### config.mk
export PLATFORM = sky130hd
export DESIGN_NAME = pts_tx_nbit_flat
export DESIGN_NICKNAME = d
export VERILOG_FILES = /design/src/rtl/pts_tx_nbit_pkg.sv /design/src/rtl/pts_tx_nbit_if.sv /design/src/rtl/pts_tx_nbit_bit_timer.sv /design/src/rtl/pts_tx_nbit.sv /design/src/flat_wrapper.sv
export SDC_FILE = /design/constraint.sdc
export NUM_CORES = 1
export LEC_CHECK = 0
export ABC_AREA = 1
export ABC_CLOCK_PERIOD_IN_PS = 1300
export CORE_AREA = 2 2 39 41
export DETAILED_ROUTE_END_ITERATION = 16
export DIE_AREA = 0 0 41 43
export PLACE_DENSITY = 0.64
export SLEW_MARGIN = 20
export SYNTH_ARGS = -nofsm -noshare
export SYNTH_HDL_FRONTEND = slang
export SYNTH_SLANG_ARGS = --single-unit
export TNS_END_PERCENT = 1
### constraint.sdc
create_clock -name clk -period 1.3 [get_ports clk]
set_input_delay 0.39 -clock clk [delete_from_list [all_inputs] [get_ports clk]]
set_output_delay 0.39 -clock clk [all_outputs]
set_load 0.02 [all_outputs]
### src/rtl/pts_tx_nbit_pkg.sv
// Shared types and constants for the parallel-to-serial transmitter slice.
package pts_pkg;

  typedef enum logic {
    IDLE  = 1'b0,
    SHIFT = 1'b1
  } pts_state_t;

  localparam logic PTS_IDLE_LEVEL = 1'b0;

  // Counter width for a modulus n; never narrower than one bit.
  function automatic int unsigned ctr_width(input int unsigned n);
    return (n > 1) ? $clog2(n) : 1;
  endfunction

endpackage

### src/rtl/pts_tx_nbit_if.sv
// Load handshake and serial output bundle for pts_tx_nbit.
interface pts_tx_nbit_if #(
  parameter int unsigned BIT_WIDTH = 4
);

  logic [BIT_WIDTH-1:0] par_in;
  logic                 load_valid;
  logic                 load_ready;
  logic                 ser_out;
  logic                 shift_en;
  logic                 busy;
  logic                 done;

  modport master (
    output par_in, load_valid,
    input  load_ready, ser_out, shift_en, busy, done
  );

  modport slave (
    input  par_in, load_valid,
    output load_ready, ser_out, shift_en, busy, done
  );

endinterface

### src/rtl/pts_tx_nbit_bit_timer.sv
// Bit-period counter: tick marks the last clock of each bit slot.
module pts_bit_timer
  import pts_pkg::*;
#(
  parameter int unsigned BIT_PERIOD = 1
) (
  input  logic clk,
  input  logic rst,
  input  logic clear,
  input  logic enable,
  output logic tick
);

  localparam int unsigned PW = ctr_width(BIT_PERIOD);
  localparam logic [PW-1:0] TERM = PW'(BIT_PERIOD - 1);

  logic [PW-1:0] cnt;

  assign tick = enable && (cnt == TERM);

  always_ff @(posedge clk or posedge rst) begin
    if (rst) begin
      cnt <= '0;
    end else if (clear) begin
      cnt <= '0;
    end else if (enable) begin
      if (tick) cnt <= '0;
      else      cnt <= cnt + PW'(1);
    end
  end

endmodule

### src/rtl/pts_tx_nbit.sv
// Parallel-to-serial transmitter: accepts a word on valid/ready and shifts it
// out bit by bit, strobing shift_en when the downstream receiver should sample.
module pts_tx_nbit
  import pts_pkg::*;
#(
  parameter int unsigned BIT_WIDTH  = 4,
  parameter int unsigned BIT_PERIOD = 1,
  parameter bit          MSB_FIRST  = 1'b1
) (
  input  logic          clk,
  input  logic          rst,
  pts_tx_nbit_if.slave  bus
);

  localparam int unsigned BW = ctr_width(BIT_WIDTH);
  localparam logic [BW-1:0] LAST_BIT = BW'(BIT_WIDTH - 1);

  pts_state_t           state;
  logic [BIT_WIDTH-1:0] shreg;
  logic [BW-1:0]        bit_cnt;
  logic                 tick;
  logic                 in_idle;
  logic                 in_shift;

  assign in_idle  = (state == IDLE);
  assign in_shift = (state == SHIFT);

  // Period counter is held clear throughout IDLE, so it starts at zero on entry.
  pts_bit_timer #(
    .BIT_PERIOD(BIT_PERIOD)
  ) u_timer (
    .clk    (clk),
    .rst    (rst),
    .clear  (in_idle),
    .enable (in_shift),
    .tick   (tick)
  );

  always_ff @(posedge clk or posedge rst) begin
    if (rst) begin
      state   <= IDLE;
      shreg   <= '0;
      bit_cnt <= '0;
    end else begin
      case (state)
        IDLE: begin
          if (bus.load_valid) begin
            state   <= SHIFT;
            shreg   <= bus.par_in;
            bit_cnt <= '0;
          end
        end
        SHIFT: begin
          if (tick) begin
            if (MSB_FIRST) shreg <= {shreg[BIT_WIDTH-2:0], 1'b0};
            else           shreg <= {1'b0, shreg[BIT_WIDTH-1:1]};
            if (bit_cnt == LAST_BIT) begin
              state   <= IDLE;
              bit_cnt <= '0;
            end else begin
              bit_cnt <= bit_cnt + BW'(1);
            end
          end
        end
        default: state <= IDLE;
      endcase
    end
  end

  assign bus.load_ready = in_idle;
  assign bus.busy       = in_shift;
  assign bus.shift_en   = tick;
  assign bus.done       = tick && (bit_cnt == LAST_BIT);
  assign bus.ser_out    = in_shift ? (MSB_FIRST ? shreg[BIT_WIDTH-1] : shreg[0])
                                   : PTS_IDLE_LEVEL;

endmodule

### src/flat_wrapper.sv
// flat-port wrapper written by rule: the top's interface ports become plain ports
module pts_tx_nbit_flat import pts_pkg::*;
#(
  parameter int unsigned BIT_WIDTH  = 4,
  parameter int unsigned BIT_PERIOD = 1,
  parameter bit          MSB_FIRST  = 1'b1
)
  (clk, rst, bus_par_in, bus_load_valid, bus_load_ready, bus_ser_out, bus_shift_en, bus_busy, bus_done);
  pts_tx_nbit_if #(.BIT_WIDTH(BIT_WIDTH)) bus_i ();
  input  logic clk;
  input  logic rst;
  input wire logic [$bits(bus_i.par_in)-1:0] bus_par_in;
  input wire logic [$bits(bus_i.load_valid)-1:0] bus_load_valid;
  output wire logic [$bits(bus_i.load_ready)-1:0] bus_load_ready;
  output wire logic [$bits(bus_i.ser_out)-1:0] bus_ser_out;
  output wire logic [$bits(bus_i.shift_en)-1:0] bus_shift_en;
  output wire logic [$bits(bus_i.busy)-1:0] bus_busy;
  output wire logic [$bits(bus_i.done)-1:0] bus_done;
  assign bus_i.par_in = bus_par_in;
  assign bus_i.load_valid = bus_load_valid;
  assign bus_load_ready = bus_i.load_ready;
  assign bus_ser_out = bus_i.ser_out;
  assign bus_shift_en = bus_i.shift_en;
  assign bus_busy = bus_i.busy;
  assign bus_done = bus_i.done;
  pts_tx_nbit #(.BIT_WIDTH(BIT_WIDTH), .BIT_PERIOD(BIT_PERIOD), .MSB_FIRST(MSB_FIRST)) u_core (.clk(clk), .rst(rst), .bus(bus_i));
endmodule
==> results.md, run 1 <==
* Multi-input gate area at 191 sq um
* Post-synth ARST share at 100%
* PwrDens at 1890 mW/mm^2
* Final core utilization at 47.5%
* Final setup viols at 4
* Clk sinks at 8
* Final hold violation count at 0
* Post-Syn Area at 412 sq um
* Worst path arrival time at 1.05 ns
* Switching share of power at 37.3%
* Complex-gate fraction of the synthesized area at 1.22%
* Cells after Synth at 54
* Detailed-route DRC error count at 0
* CP startpoint: u_core.bit_cnt[1]
* Worst VDD drop at 733 uV
* Status: finished with violations
* Critical path capture point type: primary output
* Wire length per cell at 9.60 microns
* Setup CP Type: reg -> out
* Layout area overhead at 59.6%
* Final instance area at 657 sq um
* Core box area at 0.00138 sq mm
* Storage cell area at 201 sq um
* Post-synth cell types at 12
* R2r startpoint: u_core.bus.busy
* Post-Syn Area per Cell at 7.62 sq um
* Max FO, Critical Path at 2
* Crit path max-delay cell type: dfrtp_1
* Clock power frac at 16.7%
* Top cells by count, synth: 22 x nand2_1, 8 x dfrtp_1, 7 x inv_1, 7 x nand3_1
* Number of synthesized register bits at 8
* 1st-pass router iterations at 4
* Overall global routing resource usage at 13.1%
* Final min period at 1.44 ns
* Final Instance Count excl. Fillers at 96
* Via count at 416
* Synth Area in XOR/XNOR at 0%
* Dpl cell area at 606 sq um
* Die W at 41 microns
* Post-Synth Adder-Cell Area at 3.04%
* N_diodes at 0
* Clk_skew at 0.00528 ns
* Routed Antenna Nets at 0
* Starting Density at 29.7%
* Net Count, Synth at 62
* Initial antenna violation count at 0
* Total of max-cap violations at 0
* Final Max Slew Viols at 0
* Filler Cells Inserted at 141
* HPWL Detailed at 628 microns
* Top cell type's share of synthesized area at 48.6%
* Sequential Power Share at 31.2%
* Crit path cell chain: ha_2, inv_2, nor2_2, buf_6
* Leading area contributor after synthesis: dfrtp_1
* GRT overflow at 0
* Failing checks: negative setup slack
* IO buf count at 11
* Share of synthesized area spent on multiplexers at 0%
* Int Pwr at 779 uW
* Sequential share of the synthesized area at 48.6%
* Synthesis warning total at 0
* CTS buffer count at 3
* Hold Crit Class: in -> async
* Reg2Reg Depth at 4
* Routability cong. at 0.768
* Chip Height at 43 microns
* Dominant synthesized flop cell: dfrtp_1
* CP peak stage delay at 0.38 ns
* Hold Buf Count CTS at 0
* DRT iter0 DRCs at 5
* Setup slack, reg-to-reg at 0.18 ns
* Largest net degree at the start of global routing at 9
* Power, Total at 1240 uW
* Number of core rows at 14
* Largest family of logic cells by synthesized area: simple AND/OR/NAND/NOR gates
* Layout cells sized above 1 at 35.0%
* I/O pins at 12
* Fin crit share at 110%
* Clock Path Buffers at 2
* H-tree levels at 1
* Top post-synthesis cells by area: dfrtp_1 49%, nand2_1 20%, nand3_1 8.5%, inv_1 6.4%, nand2_4 5.5%
* Clock transition at path regs at 0.06 ns
* CTS root buffer: clkbuf_4
* RSZ-0062 raised after global routing: yes
* CP Data Required Time at 0.91 ns
* Post-synth EDFFs at 0
* Simple-Gate Fraction of Synth Area at 38.9%
* Fin nets at 89
* Psw at 463 uW
* Fmax at 0.697 GHz
* Vias per inst at 4.33
* Placed Cells at 89
* First-pass GRT wire length at 1.46 mm
* Pleak at 0.000374 uW
* Clk_lat worst skew at 0.26 ns
* Die area at 0.00176 sq mm
* CTS tree: yes
* CP startpoint kind: register
* Routed Wire Length at 922 microns
* Setup ws final at -0.136 ns
* Logic gate share of total power at 52.2%
* Vias in the first global route at 376
* Most common cell in the netlist: nand2_1
==> area by class of cell <==
class	instances	share of cell area, %
inverters	8	4.57
flip-flops and latches	8	30.7
repair buffers	22	28.6
well taps	16	3.05
multi-input cells	38	29.1
clock buffers	4	4.00
==> cells in the final DEF, fill, tap and decap left out <==
cell / n
nand2_1: 22
buf_4: 14
nand3_1: 7
dfrtp_1: 7
inv_1: 6
clkdlybuf4s50_1: 6
nand2_4: 3
clkbuf_4: 3
inv_2: 2
buf_6: 2
nor2_2: 1
or2_2: 1
o21ai_0: 1
nor2_1: 1
ha_2: 1
clkbuf_1: 1
dfrtp_2: 1
conb_1: 1
==> through the flow <==
stage | setup WS [ns] | hold WS (ns) | setup TNS [ns]
floorplan | 0.0559 | 0.206 | 0
global placement | -0.292 | 0.490 | -1.23
detailed placement | -0.313 | 0.498 | -1.26
CTS | -0.135 | 0.372 | -0.418
global route | -0.186 | 0.429 | -0.559
finish | -0.136 | 0.369 | -0.381
==> final timing paths <==
check | to
setup reg to reg | u_core.bus.busy
hold reg to reg | u_core.shreg[0]
max in group asynchronous | u_core.bus.busy
hold / removal | u_core.bit_cnt[0]
setup / recovery | bus_done
min in group clk | u_core.shreg[0]
==> logic make-up after synthesis <==
group | Yosys count
adders and majority gates | 1
AOI/OAI and AO/OA | 1
other | 1
buffers and inverters | 8
and+or+nand+nor | 35
DFF | 8
==> metal layers <==
metal	vias to the layer above	GRT usage (%)	part of all wire (%)
li1	216	-	-
met1	178	15.1	38
met2	18	17.5	49
met3	4	3.14	9.9
met4	0	14.7	2.9
met5	-	0	0
==> sequential cells by signal (all words and copies together) (netlist names) <==
name / count
u_core.shreg: 4
u_core.bit_cnt: 2
u_core.bus.busy: 1
u_core.u_timer.cnt: 1
==> what timing repair did <==
item,in CTS,in global routing
setup buffers,2,1
setup endpoints to repair,5,5
pin swaps,3,0
gates resized for setup,28,2
==> critical path, delay by kind of cell (launching register included) <==
family,cells,cell delay (ns)
buf+inv,2,0.18
simple gates,1,0.04
flops,1,0.38
fa+ha+maj,1,0.19
==> power by group through the flow <==
stage               Sequential [uW]  Combinational, uW  Clock (uW)
finish                          387                648         207
global route                    395                720         235
CTS                             385                615         219
detailed placement              390                577           0
global placement                387                568           0
floorplan                       396                293           0
Note: power is estimated with default switching activity, not from simulation.
==> run 2: changes to the inputs <==
--- a/config.mk
+++ b/config.mk
@@ -14,5 +14,6 @@
 export SLEW_MARGIN = 20
 export SYNTH_ARGS = -nofsm -noshare
 export SYNTH_HDL_FRONTEND = slang
+export SYNTH_HIERARCHICAL = 1
 export SYNTH_SLANG_ARGS = --single-unit
 export TNS_END_PERCENT = 1
==> results.md, run 2 <==
* Sequential share of the synthesized area at 49.5%
* Routability cong. at 0.767
* Post-synth EDFFs at 0
* Clock transition at path regs at 0.06 ns
* Most frequent cells in the layout: 19 x nand2_1, 8 x buf_4, 8 x nand3_1
* Worst path arrival time at 1.04 ns
* Synthesis warning total at 6
* Vias in the first global route at 335
* CP Data Required Time at 0.91 ns
* GRT overflow at 0
* I/O pins at 12
* Top post-synthesis cells by area: dfrtp_1 50%, nand2_1 20%, nand3_1 9.9%, nand2_4 5.6%, inv_1 3.7%
* CP peak stage delay at 0.38 ns
* Routed Antenna Nets at 0
* Most common cell after layout, fill and taps aside: nand2_1
* Setup TNS at -0.384 ns
* Number of core rows at 14
* Final setup viols at 5
* Largest Register: u_core/shreg
* Layout area overhead at 59.1%
* Worst R2R End: u_core/shreg[2]
* Fin crit share at 110%
* Dominant synthesized flop cell: dfrtp_1
* Final min period at 1.43 ns
* Crit path cell chain: ha_2, nand2_2, inv_2, buf_6
* Pleak at 0.000354 uW
* First-pass GRT wire length at 1.42 mm
* Critical path capture point type: primary output
* PwrDens at 2350 mW/mm^2
* Die W at 41 microns
* Top flop regs: u_core/shreg (4), u_core/bit_cnt (2)
* Chip Height at 43 microns
* Most common cell in the netlist: nand2_1
* Initial antenna violation count at 0
* Actual slew at the worst max-slew pin at 0.271 ns
* N_diodes at 0
* Hold Buf Count CTS at 0
* Leading area contributor after synthesis: dfrtp_1
* Post-synth cell types at 12
* Routed Wire Length at 887 microns
* Setup ws final at -0.130 ns
* Post-Syn Area at 404 sq um
* H-tree levels at 1
* Failing checks: negative setup slack
* Top cell family by delay on the critical path: flip-flops
* CP startpoint kind: register
* Setup slack, reg-to-reg at 0.19 ns
* RSZ-0062 raised after global routing: yes
* 1st-pass router iterations at 3
* Clk_skew at 0.00115 ns
* CTS root buffer: clkbuf_4
* Starting Density at 29.2%
* Net Count, Synth at 59
* Number of synthesized register bits at 8
* Max reg flops at 4
* Top cell type's share of synthesized area at 49.5%
* Fmax at 0.699 GHz
* Reg2Reg Depth at 7
* Largest net degree at the start of global routing at 9
* Post-place setup slack at -0.326 ns
* Via count at 400
* Fin nets at 83
* Final Max Slew Viols at 0
* Max transition margin at 81.9%
* Detailed-route DRC error count at 0
* Crit path max-delay cell type: dfrtp_1
* Cells after Synth at 51
* Layout cells sized above 1 at 39.2%
* Clock Path Buffers at 2
* Top cells by count, synth: 21 x nand2_1, 8 x dfrtp_1, 8 x nand3_1
* CTS tree: yes
* IO buf count at 11
* Status: finished with violations
* Die area at 0.00176 sq mm
* CP bufs+invs at 2
* Final core utilization at 46.5%
* Final hold violation count at 0
* Clk_lat worst skew at 0.26 ns
* Max FO, Critical Path at 2
* Total of max-cap violations at 0
* Vias per inst at 4.44
* Core box area at 0.00138 sq mm
* Final instance area at 643 sq um
* Dpl cell area at 596 sq um
* Overall global routing resource usage at 13.1%
* HPWL Detailed at 635 microns
* Post-synth ARST share at 100%
* Wire length per cell at 9.86 microns
* Hold Crit Class: in -> async
* R2r startpoint: u_core/bus.busy
* Worst VDD drop at 668 uV
* Post-Syn Area per Cell at 7.92 sq um
* CTS buffer count at 3
* Setup CP Type: reg -> out
* Clk sinks at 8
* DRT iter0 DRCs at 6
==> run 2: changes by cell type after synthesis, sizes merged <==
cell	delta
inv	-2
nand2	-1
conb	-1
nand3	+1
==> run 2: layout make-up <==
type,instances,area [sq um]
Clock buffer,4,26.3
Fill cell,150,741
Inverter,6,22.5
Multi-Input combinational cell,37,196
Sequential cell,8,201
Tap cell,16,20.0
Timing Repair Buffer,19,176
==> run 2: layer usage <==
| metal | vias up | wire length (microns) | track usage, % |
|---|---|---|---|
| met5 | - | 0 | 0 |
| met4 | 0 | 26 | 12.0 |
| met3 | 5 | 45 | 6.28 |
| met2 | 10 | 435 | 15.9 |
| met1 | 180 | 379 | 16.0 |
| li1 | 205 | - | - |
==> run 2: how the worst max path moves through the flow <==
stage / start / end / slack, ns / cells past startpoint
after floorplan: u_core/bus.busy / bus_done / -0.09 / 4
after global placement: u_core/bus.busy / bus_done / -0.29 / 5
after detailed placement: u_core/bus.busy / bus_done / -0.33 / 5
after CTS: u_core/bit_cnt[1] / bus_done / -0.15 / 4
after global routing: u_core/bus.busy / bus_done / -0.18 / 5
final: u_core/bit_cnt[1] / bus_done / -0.13 / 4
==> run 2: worst register-to-register path, cell delays in order, from the launching register on <==
cell	delay (ns)
dfrtp_2	0.42
buf_6	0.13
inv_2	0.05
buf_4	0.15
nand2_4	0.09
nand2_2	0.08
nand2_1	0.05
nand2_1	0.06
==> run 2: logic make-up after synthesis <==
| group | Yosys count | synth area share (%) |
|---|---|---|
| AOI/OAI and AO/OA | 1 | 1.24 |
| adders and majority gates | 1 | 3.10 |
| buffers and inverters | 6 | 5.57 |
| DFF | 8 | 49.5 |
| and+or+nand+nor | 35 | 40.6 |
==> run 2: metrics by stage <==
step,total power (uW),hold slack [ns],instances
global route,1630,0.283,90
floorplan,870,0.119,51
global placement,1230,0.489,85
finish,1510,0.283,90
detailed placement,1240,0.491,85
CTS,1500,0.273,90
==> run 2: power by group <==
| group | switching [uW] | internal [uW] | total, uW |
|---|---|---|---|
| Sequential | 58.8 | 349 | 407 |
| Combinational | 461 | 424 | 885 |
| Clock | 97.7 | 118 | 216 |
| Total | 617 | 891 | 1510 |
==> run 2: timing repair <==
| action | in CTS | in global routing |
|---|---|---|
| setup endpoints to repair | 5 | 5 |
| pin swaps | 2 | 0 |
| buffers inserted | 1 | 0 |
| gates resized for setup | 30 | 4 |
| endpoints found under the hold margin | 0 | 0 |
==> run 3: changes to the inputs <==
--- a/config.mk
+++ b/config.mk
@@ -6,7 +6,6 @@
 export NUM_CORES = 1
 export LEC_CHECK = 0
 export ABC_AREA = 1
-export ABC_CLOCK_PERIOD_IN_PS = 1300
 export CORE_AREA = 2 2 39 41
 export DETAILED_ROUTE_END_ITERATION = 16
 export DIE_AREA = 0 0 41 43
==> constraint.sdc (replaced) <==
create_clock -name clk -period 1.3 [get_ports clk]
set_input_delay 0.26 -clock clk [delete_from_list [all_inputs] [get_ports clk]]
set_output_delay 0.26 -clock clk [all_outputs]
set_load 0.02 [all_outputs]
==> results.md, run 3 (synthesized netlist as in run 2, its figures left out) <==
* Status: finished with violations
* Failing checks: negative setup slack
* Most common cell after layout, fill and taps aside: nand2_1
* Chip Height at 43 microns
* Top cell family by delay on the critical path: flip-flops
* Final min period at 1.31 ns
* Actual slew at the worst max-slew pin at 0.282 ns
* Largest net degree at the start of global routing at 9
* Most frequent cells in the layout: 20 x nand2_1, 8 x nand3_1, 7 x dfrtp_1
* Clock power frac at 14.5%
* Fin nets at 81
* Final core utilization at 44.5%
* Setup CP Type: reg -> out
* CP peak stage delay at 0.43 ns
* 1st-pass router iterations at 4
* PwrDens at 2330 mW/mm^2
* CP startpoint kind: register
* First-pass GRT wire length at 1.42 mm
* IO buf count at 11
* Fin crit share at 100%
* Detailed-route DRC error count at 0
* Pleak at 0.000343 uW
* Multi-input gate area at 194 sq um
* CTS tree: yes
* Switching share of power at 41.4%
* Die W at 41 microns
* Hold Buf Count CTS at 0
* Hold Crit Class: in -> async
* CTS buffer count at 3
* RSZ-0062 raised after global routing: yes
* Clk_skew at 0.0124 ns
* Clock transition at path regs at 0.06 ns
* CP Data Required Time at 1.04 ns
* Storage cell area at 201 sq um
* Routed Antenna Nets at 0
* Final instance area at 616 sq um
* Critical path capture point type: primary output
* N_diodes at 0
* Largest Register: u_core/shreg
* Max transition margin at 81.2%
* Worst path arrival time at 1.05 ns
* Vias per inst at 4.34
* Starting Density at 29.2%
* CTS root buffer: clkbuf_4
* Final hold violation count at 0
* Layout area overhead at 52.3%
* Max FO, Critical Path at 4
* Sequential Power Share at 28.8%
* Filler Cells Inserted at 150
* DRT iter0 DRCs at 15
* Crit path max-delay cell type: dfrtp_2
* Core box area at 0.00138 sq mm
* Routed Wire Length at 838 microns
* Final setup viols at 2
* Clk_lat worst skew at 0.26 ns
* Max reg flops at 4
* Clock Path Buffers at 2
* Number of core rows at 14
* Via count at 382
* Top flop regs: u_core/shreg (4), u_core/bit_cnt (2)
* Routability cong. at 0.753
* Total of max-cap violations at 0
* I/O pins at 12
* Initial antenna violation count at 0
* CP bufs+invs at 3
* Worst VDD drop at 770 uV
* Fmax at 0.766 GHz
* Final Max Slew Viols at 0
* Int Pwr at 841 uW
* H-tree levels at 1
* GRT overflow at 0
* Dpl cell area at 601 sq um
* Vias in the first global route at 338
* Logic gate share of total power at 56.7%
* Wire length per cell at 9.52 microns
* HPWL Detailed at 615 microns
* Overall global routing resource usage at 12.3%
* Crit path cell chain: buf_12, nand2_1, inv_1, buf_2
* Psw at 594 uW
* Layout cells sized above 1 at 34.7%
* Die area at 0.00176 sq mm
* Clk sinks at 8
* Setup ws final at -0.00623 ns
[run 3: through the flow]
stage / setup slack, ns / power, uW / TNS, ns / instances / hold slack [ns]
finish: -0.00623 / 1440 / -0.00992 / 88 / 0.177
global route: -0.0682 / 1550 / -0.137 / 88 / 0.186
CTS: -0.0400 / 1450 / -0.0842 / 88 / 0.170
detailed placement: -0.218 / 1260 / -0.619 / 84 / 0.439
global placement: -0.180 / 1250 / -0.560 / 84 / 0.438
floorplan: 0.0356 / 863 / 0 / 51 / -0.0113
[run 3: metal layers]
metal | track usage [%] | routed length [microns] | vias to the layer above
met3 | 3.14 | 45 | 2
met4 | 12.0 | 8 | 0
met1 | 18.1 | 404 | 168
met2 | 13.4 | 380 | 11
li1 | - | - | 201
met5 | 0 | 0 | -
[run 3: layout make-up]
type	instances	area share, %
flip-flops and latches	8	32.7
multi-input cells	37	31.5
clock buffers	4	4.27
repair buffers	17	24.6
inverters	6	3.66
well taps	16	3.25
[run 3: power groups by stage]
stage          logic, uW  clock network (uW)  registers, uW
5_1_grt              892                 236            423
3_3_place_gp         839                   0            410
4_1_cts              816                 217            412
2_1_floorplan        424                   0            439
3_5_place_dp         849                   0            415
6_report             814                 208            413
[run 3: what timing repair did]
item | in CTS | in global routing
endpoints found under the setup margin | 5 | 5
buffers inserted | 0 | 0
resized for setup | 23 | 3
hold endpoints to repair | 0 | 0
[run 3: worst paths after layout]
kind	start	endpoint	cells after the start	slack [ns]
setup / recovery	u_core/bus.busy	bus_ser_out	4	-0.006
hold / removal	rst	u_core/u_timer/cnt	2	0.18
setup reg to reg	u_core/bus.busy	u_core/bit_cnt[1]	6	0.20
hold reg to reg	u_core/shreg[0]	u_core/shreg[0]	2	0.51
max in group asynchronous	rst	u_core/bus.busy	2	0.80
min in group clk	u_core/shreg[0]	u_core/shreg[0]	2	0.51
